### config.mk
export PLATFORM = sky130hd
export DESIGN_NAME = pixel_scan_ctrl
export DESIGN_NICKNAME = d
export VERILOG_FILES = /design/src/rtl/cartoon_pkg.sv /design/src/rtl/pixel_scan_addr_gen.sv /design/src/rtl/pixel_scan_ctrl.sv
export SDC_FILE = /design/constraint.sdc
export NUM_CORES = 1
export LEC_CHECK = 0
export BUFFER_PORTS_ARGS = -buffer_cell sky130_fd_sc_hd__buf_4
export CELL_PAD_IN_SITES_DETAIL_PLACEMENT = 1
export CELL_PAD_IN_SITES_GLOBAL_PLACEMENT = 1
export CORE_MARGIN = 2
export CORE_UTILIZATION = 38
export CTS_CLUSTER_DIAMETER = 40
export DETAILED_ROUTE_END_ITERATION = 10
export PLACE_DENSITY = 0.7
export SLEW_MARGIN = 20
export SYNTH_ARGS = -nofsm -noshare
export SYNTH_HDL_FRONTEND = slang
export SYNTH_SLANG_ARGS = --single-unit
### constraint.sdc
create_clock -name clk -period 2.95 [get_ports clk]
set_input_delay 0.885 -clock clk [delete_from_list [all_inputs] [get_ports clk]]
set_output_delay 0.885 -clock clk [all_outputs]
set_load 0.02 [all_outputs]
### src/rtl/cartoon_pkg.sv
// Shared types and default widths for the pixel scan controller.
`timescale 1ns/1ps
package cartoon_pkg;

  localparam int DIM_W_DEFAULT  = 10;
  localparam int ADDR_W_DEFAULT = 18;

  typedef enum logic [1:0] {
    IDLE = 2'd0,
    LOAD = 2'd1,
    REQ  = 2'd2,
    DONE = 2'd3
  } scan_state_t;

endpackage

### src/rtl/pixel_scan_addr_gen.sv
// Column/row/address counters for the raster scan, driven by load/advance strobes.
`timescale 1ns/1ps
module pixel_scan_addr_gen
  import cartoon_pkg::*;
#(
  parameter int DIM_W  = DIM_W_DEFAULT,
  parameter int ADDR_W = ADDR_W_DEFAULT
) (
  input  logic              clk,
  input  logic              n_rst,
  input  logic              load_i,
  input  logic              adv_i,
  input  logic [DIM_W-1:0]  width_m1_i,
  input  logic [DIM_W-1:0]  height_m1_i,
  input  logic [ADDR_W-1:0] base_i,
  input  logic [ADDR_W-1:0] pitch_i,
  output logic [DIM_W-1:0]  col_o,
  output logic [DIM_W-1:0]  row_o,
  output logic [ADDR_W-1:0] addr_o,
  output logic              last_col_o,
  output logic              last_row_o
);

  logic [DIM_W-1:0]  col_q, col_d;
  logic [DIM_W-1:0]  row_q, row_d;
  logic [ADDR_W-1:0] addr_q, addr_d;
  logic [ADDR_W-1:0] row_start_q, row_start_d;

  assign last_col_o = (col_q == width_m1_i);
  assign last_row_o = (row_q == height_m1_i);

  // Address sums wrap naturally modulo 2^ADDR_W.
  always_comb begin
    col_d       = col_q;
    row_d       = row_q;
    addr_d      = addr_q;
    row_start_d = row_start_q;
    if (load_i) begin
      col_d       = '0;
      row_d       = '0;
      addr_d      = base_i;
      row_start_d = base_i;
    end else if (adv_i) begin
      if (last_col_o) begin
        col_d       = '0;
        row_d       = row_q + DIM_W'(1);
        addr_d      = row_start_q + pitch_i;
        row_start_d = row_start_q + pitch_i;
      end else begin
        col_d  = col_q + DIM_W'(1);
        addr_d = addr_q + ADDR_W'(1);
      end
    end
  end

  always_ff @(posedge clk or negedge n_rst) begin
    if (!n_rst) begin
      col_q       <= '0;
      row_q       <= '0;
      addr_q      <= '0;
      row_start_q <= '0;
    end else begin
      col_q       <= col_d;
      row_q       <= row_d;
      addr_q      <= addr_d;
      row_start_q <= row_start_d;
    end
  end

  assign col_o  = col_q;
  assign row_o  = row_q;
  assign addr_o = addr_q;

endmodule

### src/rtl/pixel_scan_ctrl.sv
// Raster-scan read request FSM. Define PIXEL_SCAN_ABORT_EN to add the abort input.
`timescale 1ns/1ps
module pixel_scan_ctrl
  import cartoon_pkg::*;
#(
  parameter int DIM_W  = DIM_W_DEFAULT,
  parameter int ADDR_W = ADDR_W_DEFAULT
) (
  input  logic              clk,
  input  logic              n_rst,
  input  logic              start,
  input  logic [DIM_W-1:0]  img_width,
  input  logic [DIM_W-1:0]  img_height,
  input  logic [ADDR_W-1:0] base_addr,
  input  logic [ADDR_W-1:0] row_pitch,
  input  logic              mem_ready,
`ifdef PIXEL_SCAN_ABORT_EN
  input  logic              abort,
`endif
  output logic              mem_req,
  output logic [ADDR_W-1:0] mem_addr,
  output logic [DIM_W-1:0]  col,
  output logic [DIM_W-1:0]  row,
  output logic              busy,
  output logic              done
);

  scan_state_t       state_q, state_d;
  logic [DIM_W-1:0]  width_m1_q, width_m1_d;
  logic [DIM_W-1:0]  height_m1_q, height_m1_d;
  logic [ADDR_W-1:0] base_q, base_d;
  logic [ADDR_W-1:0] pitch_q, pitch_d;
  logic              last_col, last_row, hs, final_px, accept;

  assign accept   = start && (img_width != '0) && (img_height != '0);
  assign hs       = (state_q == REQ) && mem_ready;
  assign final_px = last_col && last_row;

  always_comb begin
    state_d     = state_q;
    width_m1_d  = width_m1_q;
    height_m1_d = height_m1_q;
    base_d      = base_q;
    pitch_d     = pitch_q;
    unique case (state_q)
      IDLE: if (start) begin
        state_d = accept ? LOAD : DONE;
        if (accept) begin
          width_m1_d  = img_width - DIM_W'(1);
          height_m1_d = img_height - DIM_W'(1);
          base_d      = base_addr;
          pitch_d     = row_pitch;
        end
      end
      LOAD:    state_d = REQ;
      REQ:     if (hs && final_px) state_d = DONE;
      DONE:    state_d = IDLE;
      default: state_d = IDLE;
    endcase
`ifdef PIXEL_SCAN_ABORT_EN
    // Abort wins over a same-cycle handshake; that transfer still counts.
    if (abort && (state_q == LOAD || state_q == REQ)) state_d = IDLE;
`endif
  end

  always_ff @(posedge clk or negedge n_rst) begin
    if (!n_rst) begin
      state_q     <= IDLE;
      width_m1_q  <= '0;
      height_m1_q <= '0;
      base_q      <= '0;
      pitch_q     <= '0;
    end else begin
      state_q     <= state_d;
      width_m1_q  <= width_m1_d;
      height_m1_q <= height_m1_d;
      base_q      <= base_d;
      pitch_q     <= pitch_d;
    end
  end

  pixel_scan_addr_gen #(
    .DIM_W  (DIM_W),
    .ADDR_W (ADDR_W)
  ) u_addr_gen (
    .clk         (clk),
    .n_rst       (n_rst),
    .load_i      (state_q == LOAD),
    .adv_i       (hs && !final_px),
    .width_m1_i  (width_m1_q),
    .height_m1_i (height_m1_q),
    .base_i      (base_q),
    .pitch_i     (pitch_q),
    .col_o       (col),
    .row_o       (row),
    .addr_o      (mem_addr),
    .last_col_o  (last_col),
    .last_row_o  (last_row)
  );

  assign mem_req = (state_q == REQ);
  assign busy    = (state_q != IDLE);
  assign done    = (state_q == DONE);

endmodule

==> key figures <==
Power and ir drop
  – Worst vdd rail ir drop: 0.4396 mV
  – Reg power frac: 29.3%
  – Leakage power: 0.003808 uW
  – Switching Power: 4123 uW
  – Sw frac: 41.12%
  – P per Cell Area: 1178 nW/um^2
  – Power share of the clock group: 21.8%
  – Cell Int Power: 5905 uW
  – Combinational power share: 48.9%

Timing
  – Minimum clock period: 2.780 ns
  – Clk_skew: 0.008720 ns
  – RSZ-0062 raised after global routing: false
  – F_max: 0.3597 GHz
  – Worst Slack Setup Final: 0.1700 ns
  – Worst slew margin: 57.93%
  – Setup Viol. Count Final: 0
  – Least-Margin Pin Slew: 0.6263 ns
  – Final Cycle Share: 94.24%
  – Max-slew violations: 0
  – Setup_tns: 0 ns
  – Final hold vios: 0

Finish
  – Multi-input gate area: 3640 sq um
  – Layout fillers: 1979
  – FF/Latch Area: 2853 sq um
  – Total inserted antenna cells: 0
  – Synth-to-Final Area Change: 28.30%
  – Final Net Count: 908
  – Post-layout util: 49.54%
  – Design Area, Final: 8509 sq um
  – Layout cells sized above 1: 27.34%

Logic synthesis
  – Mapped Cells: 692
  – EDFF count, synth: 0
  – Post-synthesis cell type count: 69
  – Top-count cell post-synth: dfrtp_1
  – Synth area leader: dfrtp_1
  – Ys Warns: 0
  – Ys async rst share: 100.0%
  – Cell Area, Synth: 6633 sq um
  – Synthesized flop and latch total: 114
  – Sequential share of the synthesized area: 43.01%
  – Top cells by count, synth: dfrtp_1, nand2_1, nor2_1, a21oi_1, o21ai_0
  – Synth Flop Type: dfrtp_1
  – Top-area cell type share of the netlist area: 43.01%
  – Mean Syn Cell Area: 9.585 sq um
  – Synth top area cells: dfrtp_1, mux2_2, ha_1
  – Syn_nets: 779

Die
  – Die ar.: 18530 sq um
  – Die width: 136.1 um
  – IO Count: 101
  – Die Y: 136.1 um
  – Row count: 48
  – Core ar.: 17180 sq um
  – Initial Util: 38.61%

Hold path
  – Worst Hold Class: in -> async

Routing
  – WL met1: 8.740 mm
  – DRC: 0
  – WL met3: 727 um
  – 1st-pass router iterations: 4
  – WL met2: 10.43 mm
  – Initial detailed-routing violation count: 284
  – Vias per cell: 5.544
  – Antenna-violating nets left: 0
  – Vias: 5871
  – Drt wl/cell: 19.09 um
  – Top sig layer: met4
  – Final WL: 20.22 mm

Worst setup path
  – CP Launch Type: flop
  – Worst Path Required: 3.25 ns
  – CP max stage cell: dfrtp_1
  – Crit-path max cell delay: 0.43 ns
  – Kind of critical path: reg -> reg
  – Reg2Reg Setup Slack: 0.17 ns
  – Worst Path Max Fanout: 3
  – Worst path arrival time: 3.08 ns
  – CP endpoint kind: flop
  – CP Cell Sequence: ha_1, a21oi_1, a2bb2oi_2, o211ai_1, a31oi_1, nor3b_1, a211o_1, mux2_1, a221o_1

Place
  – PortBufs: 100
  – Post-detail-place hpwl: 15.24 mm
  – GP Congestion: 0.8818
  – DP Area: 7820 sq um
  – Pre-CTS WS: -0.1361 ns

Clock tree
  – Clock Sinks: 114
  – Clock Root Buffer: clkbuf_16
  – Skew-Pair Late Insertion Delay: 0.42 ns
  – Clock transition at the registers of the reported paths: 0.05 ns
  – CTS tree: done
  – Number of H-tree levels: 4
  – Inserted Clock Buffers: 17
  – CTS hold repair buffers: 0
  – Clock buffer depth: 2

GRT
  – Total track usage: 23.09%
  – Initial antenna violation count: 0
  – GRT overflow: 0
  – Vias in the first global route: 6400
  – First-pass GRT wire length: 33.07 mm
  – Largest net degree at the start of global routing: 47

Outcome
  – Status: finished, final reports clean

Flow run
  – Max-cap viol count: 0
-- state kept, by name (all words and copies together), names as in the netlist --
name and count:
base_q 18, pitch_q 18, u_addr_gen.addr_o 18, u_addr_gen.row_start_q 18, height_m1_q 10, u_addr_gen.col_o 10, u_addr_gen.row_o 10, width_m1_q 10
state_q 2
-- layout make-up --
type | instances | share of cell area [%]
inverters | 14 | 0.6176
well taps | 225 | 3.308
flip-flops and latches | 114 | 33.52
repair buffers | 137 | 12.38
clock inverters | 10 | 1.823
clock buffers | 22 | 5.573
multi-input cells | 537 | 42.77
-- per-layer routing --
| metal | GRT usage [%] | up-vias |
|---|---|---|
| li1 | - | 2746 |
| met1 | 28.59 | 2984 |
| met2 | 40.70 | 115 |
| met3 | 4.064 | 26 |
| met4 | 7.465 | 0 |
| met5 | 0 | - |
-- critical path, delay by kind of cell (launching register included) --
family	cells	cell delay (ns)
AOI/OAI and AO/OA	6	1.49
and+or+nand+nor	1	0.09
DFF	1	0.43
muxes	1	0.32
adders and majority gates	1	0.33
-- worst paths after layout --
path	from	to	cells past startpoint
worst max register to register	pitch_q[1]	u_addr_gen.row_start_q[17]	9
max in group asynchronous	n_rst	width_m1_q[7]	2
worst max-delay path	pitch_q[1]	u_addr_gen.row_start_q[17]	9
worst min-delay path	n_rst	pitch_q[3]	1
worst min register to register	base_q[9]	base_q[9]	1
min in group clk	base_q[9]	base_q[9]	1
-- what timing repair did --
action                                  CTS  global route
buffers inserted                          0             1
endpoints found under the setup margin    0             8
gates resized for setup                   0            12
-- stage by stage --
stage	power [uW]	hold slack [ns]	instances
floorplan	5986	0.4551	692
global placement	7381	0.4702	1026
detailed placement	7663	0.4827	1026
CTS	9921	0.4863	1058
global route	10760	0.5024	1059
finish	10030	0.4582	1059
-- cell usage in the layout (no fill, tap or decap), types with 3 or more instances in the layout --
cell type and n:
nor3_1 22, o21ai_0 49, o31ai_1 5, xnor2_1 25
and2_1 3, nor2_1 64, nor2_2 3, a21o_1 8
dfrtp_1 114, bufinv_16 4, nand4_1 6, or3_1 4
clkinv_2 4, a211oi_1 5, a21oi_1 56, mux2i_1 6
xor2_1 31, a22o_1 3, nand2b_1 5, o22ai_1 6
o211ai_1 4, clkbuf_16 17, mux2_2 35, nand2_1 71
buf_4 135, and4_1 4, a31oi_1 6, nor4_1 3
o21ai_1 4, and3_1 11, nand3_1 19, ha_1 24
mux2_1 5, clkbuf_8 3, inv_1 14
-- power by group through the flow --
stage                     Sequential [uW]  Clock (uW)  Combinational, uW
final                                2940        2180               4900
after global routing                 3030        2280               5450
after CTS                            2930        2220               4770
after detailed placement             2940           0               4720
after global placement               2910           0               4480
after floorplan                      2910           0               3080
-- logic make-up after synthesis --
logic type	synth area share [%]
adders and majority gates	5.207
and+or+nand+nor	17.37
AOI/OAI and AO/OA	16.38
buffers and inverters	2.943
xor gates and xnor gates	7.395
DFF	43.01
muxes	7.697
Power figures use the tool's default switching activity.
